## config.mk

```make
export PLATFORM = sky130hd
export DESIGN_NAME = inst_sram_resp
export DESIGN_NICKNAME = d
export VERILOG_FILES = /design/src/rtl/inst_sram_resp.sv
export SDC_FILE = /design/constraint.sdc
export NUM_CORES = 1
export LEC_CHECK = 0
export ABC_AREA = 1
export BUFFER_PORTS_ARGS = -buffer_cell sky130_fd_sc_hd__buf_2
export CORE_UTILIZATION = 40
export CTS_CLUSTER_SIZE = 25
export DETAILED_ROUTE_END_ITERATION = 10
export PLACE_DENSITY = 0.76
export SYNTH_ARGS = -nofsm -noshare
export SYNTH_HDL_FRONTEND = slang
export SYNTH_SLANG_ARGS = --single-unit
```

## constraint.sdc

```tcl
create_clock -name clk -period 2 [get_ports clk]
set_input_delay 0.1 -clock clk [delete_from_list [all_inputs] [get_ports clk]]
set_output_delay 0.1 -clock clk [all_outputs]
set_load 0.01 [all_outputs]
```

## src/rtl/inst_sram_resp.sv

```systemverilog
// Instruction SRAM responder: accepts requests onto a synchronous RAM and
// returns one in-order response per accepted request after LAT cycles.
module inst_sram_resp #(
    parameter int DEPTH = 2,
    parameter int LAT   = 2,
    parameter int AW    = 12
) (
    input  logic          clk,
    input  logic          reset,
    input  logic          req,
    input  logic          wr,
    input  logic [1:0]    size,
    input  logic [3:0]    wstrb,
    input  logic [31:0]   addr,
    input  logic [31:0]   wdata,
    output logic          addr_ok,
    output logic          data_ok,
    output logic [31:0]   rdata,
    input  logic          stall,
    output logic          mem_en,
    output logic [3:0]    mem_we,
    output logic [AW-1:0] mem_addr,
    output logic [31:0]   mem_wdata,
    input  logic [31:0]   mem_rdata
);

    localparam int PW = (DEPTH > 1) ? $clog2(DEPTH) : 1;
    localparam int CW = $clog2(DEPTH) + 1;
    localparam logic [CW-1:0] FULL   = CW'(DEPTH);
    localparam logic [1:0]    T_INIT = 2'(LAT - 1);

    logic [PW-1:0] r_wptr;
    logic [PW-1:0] r_rptr;
    logic [CW-1:0] r_count;
    logic          r_ent_wr   [DEPTH];
    logic [1:0]    r_ent_tmr  [DEPTH];
    logic [31:0]   r_ent_data [DEPTH];
    logic          r_cap_v;
    logic [PW-1:0] r_cap_idx;

    logic          w_push;
    logic          w_pop;
    logic [31:0]   w_head_data;
    logic          w_unused_bits;

    // Occupancy uses the registered count only, so a same-cycle pop never frees a slot.
    assign addr_ok = ~reset & req & ~stall & (r_count < FULL);
    assign data_ok = ~reset & (r_count != '0) & (r_ent_tmr[r_rptr] == 2'd0);
    assign w_push  = addr_ok;
    assign w_pop   = data_ok;

    assign mem_en    = w_push;
    assign mem_we    = (w_push & wr) ? wstrb : 4'b0000;
    assign mem_addr  = addr[AW+1:2];
    assign mem_wdata = wdata;

    // With LAT=1 the response coincides with the RAM read-data cycle, so bypass.
    assign w_head_data = (LAT == 1) ? mem_rdata : r_ent_data[r_rptr];
    assign rdata       = (data_ok & ~r_ent_wr[r_rptr]) ? w_head_data : '0;

    assign w_unused_bits = ^{size, addr[31:AW+2], addr[1:0]};

    always_ff @(posedge clk or posedge reset) begin
        if (reset) begin
            r_wptr    <= '0;
            r_rptr    <= '0;
            r_count   <= '0;
            r_cap_v   <= 1'b0;
            r_cap_idx <= '0;
        end else begin
            r_cap_v   <= w_push;
            r_cap_idx <= r_wptr;
            if (w_push) begin
                r_wptr <= r_wptr + 1'b1;
            end
            if (w_pop) begin
                r_rptr <= r_rptr + 1'b1;
            end
            case ({w_push, w_pop})
                2'b10:   r_count <= r_count + 1'b1;
                2'b01:   r_count <= r_count - 1'b1;
                default: r_count <= r_count;
            endcase
        end
    end

    always_ff @(posedge clk or posedge reset) begin
        if (reset) begin
            for (int unsigned i = 0; i < DEPTH; i++) begin
                r_ent_wr[i]  <= 1'b0;
                r_ent_tmr[i] <= 2'd0;
            end
        end else begin
            for (int unsigned i = 0; i < DEPTH; i++) begin
                if (w_push && (r_wptr == PW'(i))) begin
                    r_ent_wr[i]  <= wr;
                    r_ent_tmr[i] <= T_INIT;
                end else if (r_ent_tmr[i] != 2'd0) begin
                    r_ent_tmr[i] <= r_ent_tmr[i] - 2'd1;
                end
            end
        end
    end

    // Read data arrives one cycle after acceptance; file it into the slot it was pushed to.
    always_ff @(posedge clk) begin
        for (int unsigned i = 0; i < DEPTH; i++) begin
            if (r_cap_v && (r_cap_idx == PW'(i))) begin
                r_ent_data[i] <= mem_rdata;
            end
        end
    end

endmodule

```

==> results.py, run 1 <==
metrics = {
    "status": {
        "status": "complete, no violations",
    },
    "worst_setup_path": {
        "cp-start-kind": "flop",
        "cp-startpoint": "r_ent_tmr[2]$_DFFE_PP0P_",
        "crit_fanout": 24,
        "crit_buf_inv": 2,
        "reg2reg_from": "r_rptr$_DFFE_PP0P_",
        "crit_type": "flop to primary output",
        "max_stage_delay_ns": 0.41,
        "crit_slowest_cell": "dfrtp_1",
        "cpLargestDelayFamily": "simple AND/OR/NAND/NOR gates",
        "cp_cell_sequence": "nor2_1 > nand2_1 > nand2_2 > nand3_4 > buf_12 > nor2_2 > buf_2",
        "worst_setup_path_end_kind": "primary output",
        "cp.arrival_ns": 1.76,
        "cp.required_ns": 1.90,
    },
    "clocking": {
        "path_clk_slew_ns": 0.08,
        "clockBufferDepth": 2,
        "clockRootBuffer": "clkbuf_8",
        "clock_sinks": 76,
        "clk_latency_ns": 0.33,
        "h-tree-depth": 3,
        "cts_tree": "done",
        "numCtsBuffers": 9,
    },
    "floorplan": {
        "ios": 190,
        "initial_core_util": 0.420,
        "dieArea_um2": 9130,
        "chipWidth_um": 95.6,
        "core-area_um2": 8340,
        "die_y_um": 95.6,
        "fp-row-count": 33,
    },
    "sta": {
        "slew_headroom": 0.667,
        "slew_violations": 0,
        "post-route-period-util": 0.930,
        "clock_skew_ns": 0.0115,
        "worst_slew_pin_slew_ns": 0.498,
        "fmax_ghz": 0.537,
        "hold_violations": 0,
        "rsz0062_at_grt": "no",
        "hold_ws_ns": 0.0474,
        "fin_tns_setup_ns": 0,
        "layout_min_cycle_time_ns": 1.86,
        "setup_viol": 0,
    },
    "finish": {
        "layout.cells.non_filler": 452,
        "diodes": 0,
        "mostFrequentLayoutCell": "buf_2",
        "postLayoutCellArea_um2": 4240,
        "drive_gt1_frac": 0.392,
        "nets": 453,
        "n_fill_cell": 735,
        "final_cell_mix": "buf_2 (79), edfxtp_1 (64), dlygate4sd3_1 (33), mux2i_1 (32), nor2_2 (31)",
        "area_growth_pct": 21.0,
        "register_area_um2": 2220,
        "multi_input_area_um2": 796,
    },
    "power": {
        "p_total_w": 0.00455,
        "p_leak_nw": 1.90,
        "powerDensity_nw_per_um2": 1070,
        "max-vdd-ir-drop_v": 0.000531,
    },
    "drt": {
        "via_per_inst": 4.55,
        "drt_iter0_markers": 58,
        "via_count": 2057,
        "dr.pass1.iters": 4,
        "drc": 0,
        "antenna_left": 0,
        "routedWlPerCell_um": 15.4,
        "routed_wl_um": 6980,
    },
    "logic_synthesis": {
        "yosys.area.top_type": "edfxtp_1",
        "synth_area_leaders": "edfxtp_1 (55%), buf_4 (10%), mux2i_1 (9.1%)",
        "synthDominantCellAreaShare": 0.549,
        "ys_seq_area_frac": 0.635,
        "synth.avg_cell_area_um2": 13.3,
        "synth-seq-cells": 76,
        "synth_area_um2": 3500,
        "synthCells": 264,
        "syn-num-nets": 374,
        "ys_types": 20,
        "ys_warn_count": 0,
    },
    "grt": {
        "met2_usage": 0.298,
        "grt_pass1_wl_um": 10300,
        "grt_overflow_total": 0,
        "grt_use_total": 0.158,
        "grt_pass1_vias": 2145,
        "grt.met1_usage": 0.154,
        "antenna_found_initial": 0,
        "met3_usage": 0.0518,
        "grt-busiest-layer": "met2",
        "grt_max_degree": 28,
    },
    "run": {
        "max-cap-violations": 0,
    },
    "place": {
        "postPlaceCellArea_um2": 3690,
        "place.gp.congestion": 0.795,
        "dp.cells": 401,
        "dp_hpwl_um": 4860,
        "portBuffers": 79,
    },
    "hold_path": {
        "hold_path_class": "input pin to flop",
        "holdCritStartpoint": "wr",
    },
}
==> worst min-delay path, cell delays in order <==
cell     delay (ns)
buf_2          0.11
inv_1          0.06
o21ai_0        0.08
==> cell usage after synthesis <==
master    instances
nor2_2           31
nand2_2           1
buf_4            48
ha_1              3
nor2_1           12
nand3_1           4
o21ai_2           1
mux2i_1          32
dfrtp_1          12
edfxtp_1         64
a21oi_1           1
xnor2_1           1
nand2_1          16
nand4_1           2
o21ai_0           4
buf_6             4
inv_1            23
xor2_1            3
and2_1            1
nand3_4           1
==> where the power goes <==
| part | internal [W] | total (W) | switching [W] |
|---|---|---|---|
| clock | 0.000564 | 0.00109 | 0.000525 |
| sequential | 0.00191 | 0.00204 | 0.000137 |
| combinational | 0.000633 | 0.00142 | 0.000784 |
| total | 0.00310 | 0.00455 | 0.00145 |
==> final cells by class <==
class,instances,area share
Clock buffer,10,0.0301
Timing Repair Buffer,120,0.193
Inverter,23,0.0204
Clock inverter,5,0.0127
Tap cell,105,0.0310
Multi-Input combinational cell,113,0.188
Sequential cell,76,0.525
==> cell families after synthesis <==
logic type	count (synthesis)	synth area share
adder cells (fa/ha/maj)	3	0.0107
multiplexers	32	0.0915
buffers and inverters	75	0.140
AND/OR/NAND/NOR	68	0.103
flip-flops	76	0.635
AO/OA/AOI/OAI	6	0.00965
XOR/XNOR	4	0.0100
==> layer usage <==
metal  vias up  wire [um]
met4         0        144
met5         -          0
met2        82       3830
met3        19        578
li1       1000          -
met1       956       2430
==> final timing paths <==
kind                                            to  slack, ns  depth (start not counted)
max                                       rdata[9]       0.14                          7
min                        r_ent_wr[1]$_DFFE_PP0P_       0.05                          3
max reg2reg                 r_count[1]$_DFFE_PP0P_       0.39                          8
min reg2reg                    r_cap_idx$_DFF_PP0_       0.47                          0
max in group asynchronous       r_rptr$_DFFE_PP0P_       1.30                          3
min in group asynchronous   r_count[1]$_DFFE_PP0P_       0.34                          3
==> flip-flops by register name, indices dropped and copies added (netlist names) <==
name and cells:
r_cap_idx 1, r_cap_v 1, r_count 2, r_ent_data 64, r_ent_tmr 4, r_ent_wr 2
r_rptr 1, r_wptr 1
==> stage by stage <==
| step | setup slack, ns | utilization |
|---|---|---|
| finish | 0.139 | 0.508 |
| global route | 0.00972 | 0.508 |
| CTS | 0.0312 | 0.505 |
| detailed placement | 0.278 | 0.443 |
| global placement | 0.266 | 0.443 |
| floorplan | 0.364 | - |
==> timing repair <==
action,4_1_cts,5_1_grt
pin swaps,0,0
buffers inserted,0,3
resized for setup,1,2
hold buffers,33,0
hold endpoints to repair,76,0
setup endpoints to repair,2,6
Power figures use the tool's default switching activity.
==> inputs of run 2 (changes only) <==
--- a/config.mk
+++ b/config.mk
@@ -11,6 +11,7 @@
 export CTS_CLUSTER_SIZE = 25
 export DETAILED_ROUTE_END_ITERATION = 10
 export PLACE_DENSITY = 0.76
+export RECOVER_POWER = 50
 export SYNTH_ARGS = -nofsm -noshare
 export SYNTH_HDL_FRONTEND = slang
 export SYNTH_SLANG_ARGS = --single-unit
==> run 2 against run 1 <==
  * First-iteration DRC count grew 5.2%
  * Flip-flop and latch count is the same
  * Sequential power is essentially flat
  * Combinational power is essentially flat
  * Critical path depth is the same
  * Utilization shrank 0.32 points
  * Fmax is essentially flat
  * Register-to-register slack is essentially flat
  * Clock skew is essentially flat
  * Setup slack gained 0.0016 ns
  * Global-route usage is the same
  * Design area shrank 0.62%
  * Highest routed layer unchanged
==> results.py, run 2 (synthesis gave the netlist of run 1 again) <==
metrics = {
    "worst_setup_path": {
        "max_stage_delay_ns": 0.41,
        "crit_fanout": 24,
        "cp.arrival_ns": 1.76,
        "r2r_end": "r_count[1]$_DFFE_PP0P_",
        "cp.required_ns": 1.90,
        "crit_slowest_cell": "dfrtp_1",
        "cpLargestDelayFamily": "simple AND/OR/NAND/NOR gates",
        "reg2reg_depth": 8,
        "cp-start-kind": "flop",
        "crit_buf_inv": 2,
        "crit_type": "flop to primary output",
        "r2r_setup_slack_ns": 0.39,
        "cp_cell_sequence": "nor2_1 > nand2_1 > nand2_2 > nand3_4 > buf_12 > nor2_2 > buf_2",
        "worst_setup_path_end_kind": "primary output",
        "reg2reg_from": "r_rptr$_DFFE_PP0P_",
    },
    "drt": {
        "antenna_left": 0,
        "drt_iter0_markers": 61,
        "routed_wl_um": 6980,
        "via_per_inst": 4.58,
        "drc": 0,
        "routedWlPerCell_um": 15.4,
        "dr.pass1.iters": 4,
        "via_count": 2071,
    },
    "finish": {
        "final_cell_mix": "edfxtp_1 (64), buf_2 (57), dlygate4sd3_1 (33), mux2i_1 (32), nor2_2 (31)",
        "n_fill_cell": 744,
        "reg.largest.list": "r_ent_data x64, r_ent_tmr x4",
        "largest_register_ffs": 64,
        "drive_gt1_frac": 0.331,
        "nets": 453,
        "area_growth_pct": 20.2,
        "regMostFlops": "r_ent_data",
        "mostFrequentLayoutCell": "edfxtp_1",
        "diodes": 0,
    },
    "grt": {
        "grt_use_total": 0.158,
        "grt_pass1_wl_um": 10300,
        "grt_overflow_total": 0,
        "antenna_found_initial": 0,
        "grt_max_degree": 28,
        "grt_pass1_vias": 2145,
    },
    "power": {
        "clockPowerShare": 0.240,
        "max-vdd-ir-drop_v": 0.000534,
        "pwr-share-comb": 0.310,
        "p_total_w": 0.00455,
        "p_leak_nw": 1.84,
        "seqPwrFrac": 0.449,
        "powerDensity_nw_per_um2": 1080,
        "power.net_switching_w": 0.00145,
        "swShare": 0.319,
        "intPower_w": 0.00310,
    },
    "floorplan": {
        "dieArea_um2": 9130,
        "initial_core_util": 0.420,
        "ios": 190,
        "die_y_um": 95.6,
        "fp-row-count": 33,
        "core-area_um2": 8340,
        "chipWidth_um": 95.6,
    },
    "clocking": {
        "clk_latency_ns": 0.33,
        "path_clk_slew_ns": 0.08,
        "clockBufferDepth": 2,
        "clockRootBuffer": "clkbuf_8",
        "h-tree-depth": 3,
        "clock_sinks": 76,
        "numCtsBuffers": 9,
        "cts_tree": "done",
    },
    "hold_path": {
        "worstHoldPathCells": 3,
        "holdPathEnd": "r_ent_wr[1]$_DFFE_PP0P_",
        "holdCritStartpoint": "wr",
        "hold_path_class": "input pin to flop",
    },
    "sta": {
        "slew_headroom": 0.666,
        "fmax_ghz": 0.538,
        "layout_setup_ws_ns": 0.141,
        "rsz0062_at_grt": "no",
        "worst_slew_pin_slew_ns": 0.499,
        "setup_viol": 0,
        "layout_min_cycle_time_ns": 1.86,
        "fin_tns_setup_ns": 0,
        "slew_violations": 0,
        "clock_skew_ns": 0.0112,
        "post-route-period-util": 0.929,
        "hold_violations": 0,
    },
    "place": {
        "pre_cts_slack_ns": 0.278,
        "portBuffers": 79,
        "dp_hpwl_um": 4860,
        "place.gp.congestion": 0.795,
    },
    "run": {
        "max-cap-violations": 0,
    },
    "status": {
        "status": "complete, no violations",
    },
}
==> run 2: through the flow <==
step / hold slack [ns] / instance area (um2) / instances / utilization
final: 0.0476 / 4210 / 452 / 0.505
after CTS: 0.0441 / 4210 / 449 / 0.505
after global placement: 0.151 / 3690 / 401 / 0.443
after detailed placement: 0.168 / 3690 / 401 / 0.443
after global routing: 0.0742 / 4210 / 452 / 0.505
after floorplan: -0.0353 / 3500 / 264 / -
==> run 2: layout make-up <==
| cell class | count | area (um2) | area share |
|---|---|---|---|
| clock buffer | 10 | 128 | 0.0303 |
| clock inverter | 5 | 53.8 | 0.0128 |
| inverter | 23 | 86.3 | 0.0205 |
| multi-input combinational | 113 | 796 | 0.189 |
| sequential | 76 | 2220 | 0.528 |
| tap | 105 | 131 | 0.0312 |
| timing repair buffer | 120 | 792 | 0.188 |
==> run 2: worst max path at each step <==
stage	startpoint	endpoint	slack (ns)	cells past startpoint
3_5_place_dp	r_rptr$_DFFE_PP0P_	rdata[11]	0.28	4
3_3_place_gp	r_rptr$_DFFE_PP0P_	rdata[11]	0.27	4
6_report	r_ent_tmr[2]$_DFFE_PP0P_	rdata[9]	0.14	7
4_1_cts	r_rptr$_DFFE_PP0P_	rdata[11]	0.03	4
2_1_floorplan	r_cap_idx$_DFF_PP0_	r_ent_data[0][0]$_DFFE_PP_	0.36	1
5_1_grt	r_ent_tmr[2]$_DFFE_PP0P_	rdata[12]	0.01	7
==> run 2: metal layers <==
layer | part of all wire | track usage
met1 | 0.34 | 0.154
met2 | 0.55 | 0.298
met3 | 0.087 | 0.0518
met4 | 0.021 | 0.0709
met5 | 0 | 0
==> run 2: power by group through the flow <==
stage | Combinational [W] | Sequential, W | Clock [W]
finish | 0.00141 | 0.00204 | 0.00109
global route | 0.00158 | 0.00207 | 0.00118
CTS | 0.00138 | 0.00206 | 0.00111
detailed placement | 0.00132 | 0.00209 | 0
global placement | 0.00128 | 0.00208 | 0
floorplan | 0.00115 | 0.00202 | 0
==> run 2: worst register-to-register path: stages (launching register included) <==
cell and delay, ns:
dfrtp_2 0.50, inv_1 0.07, nand2_1 0.09, nand2_2 0.07
and2_1 0.16, ha_1 0.33, inv_1 0.06, nand3_1 0.08
xor2_1 0.15
==> run 2: timing repair <==
action                                  4_1_cts  5_1_grt
cloned                                        0        0
pin swaps                                     0        0
setup buffers                                 0        3
hold endpoints to repair                     76        0
endpoints found under the setup margin        2        6
hold buffers                                 33        0
resized for setup                             1        2
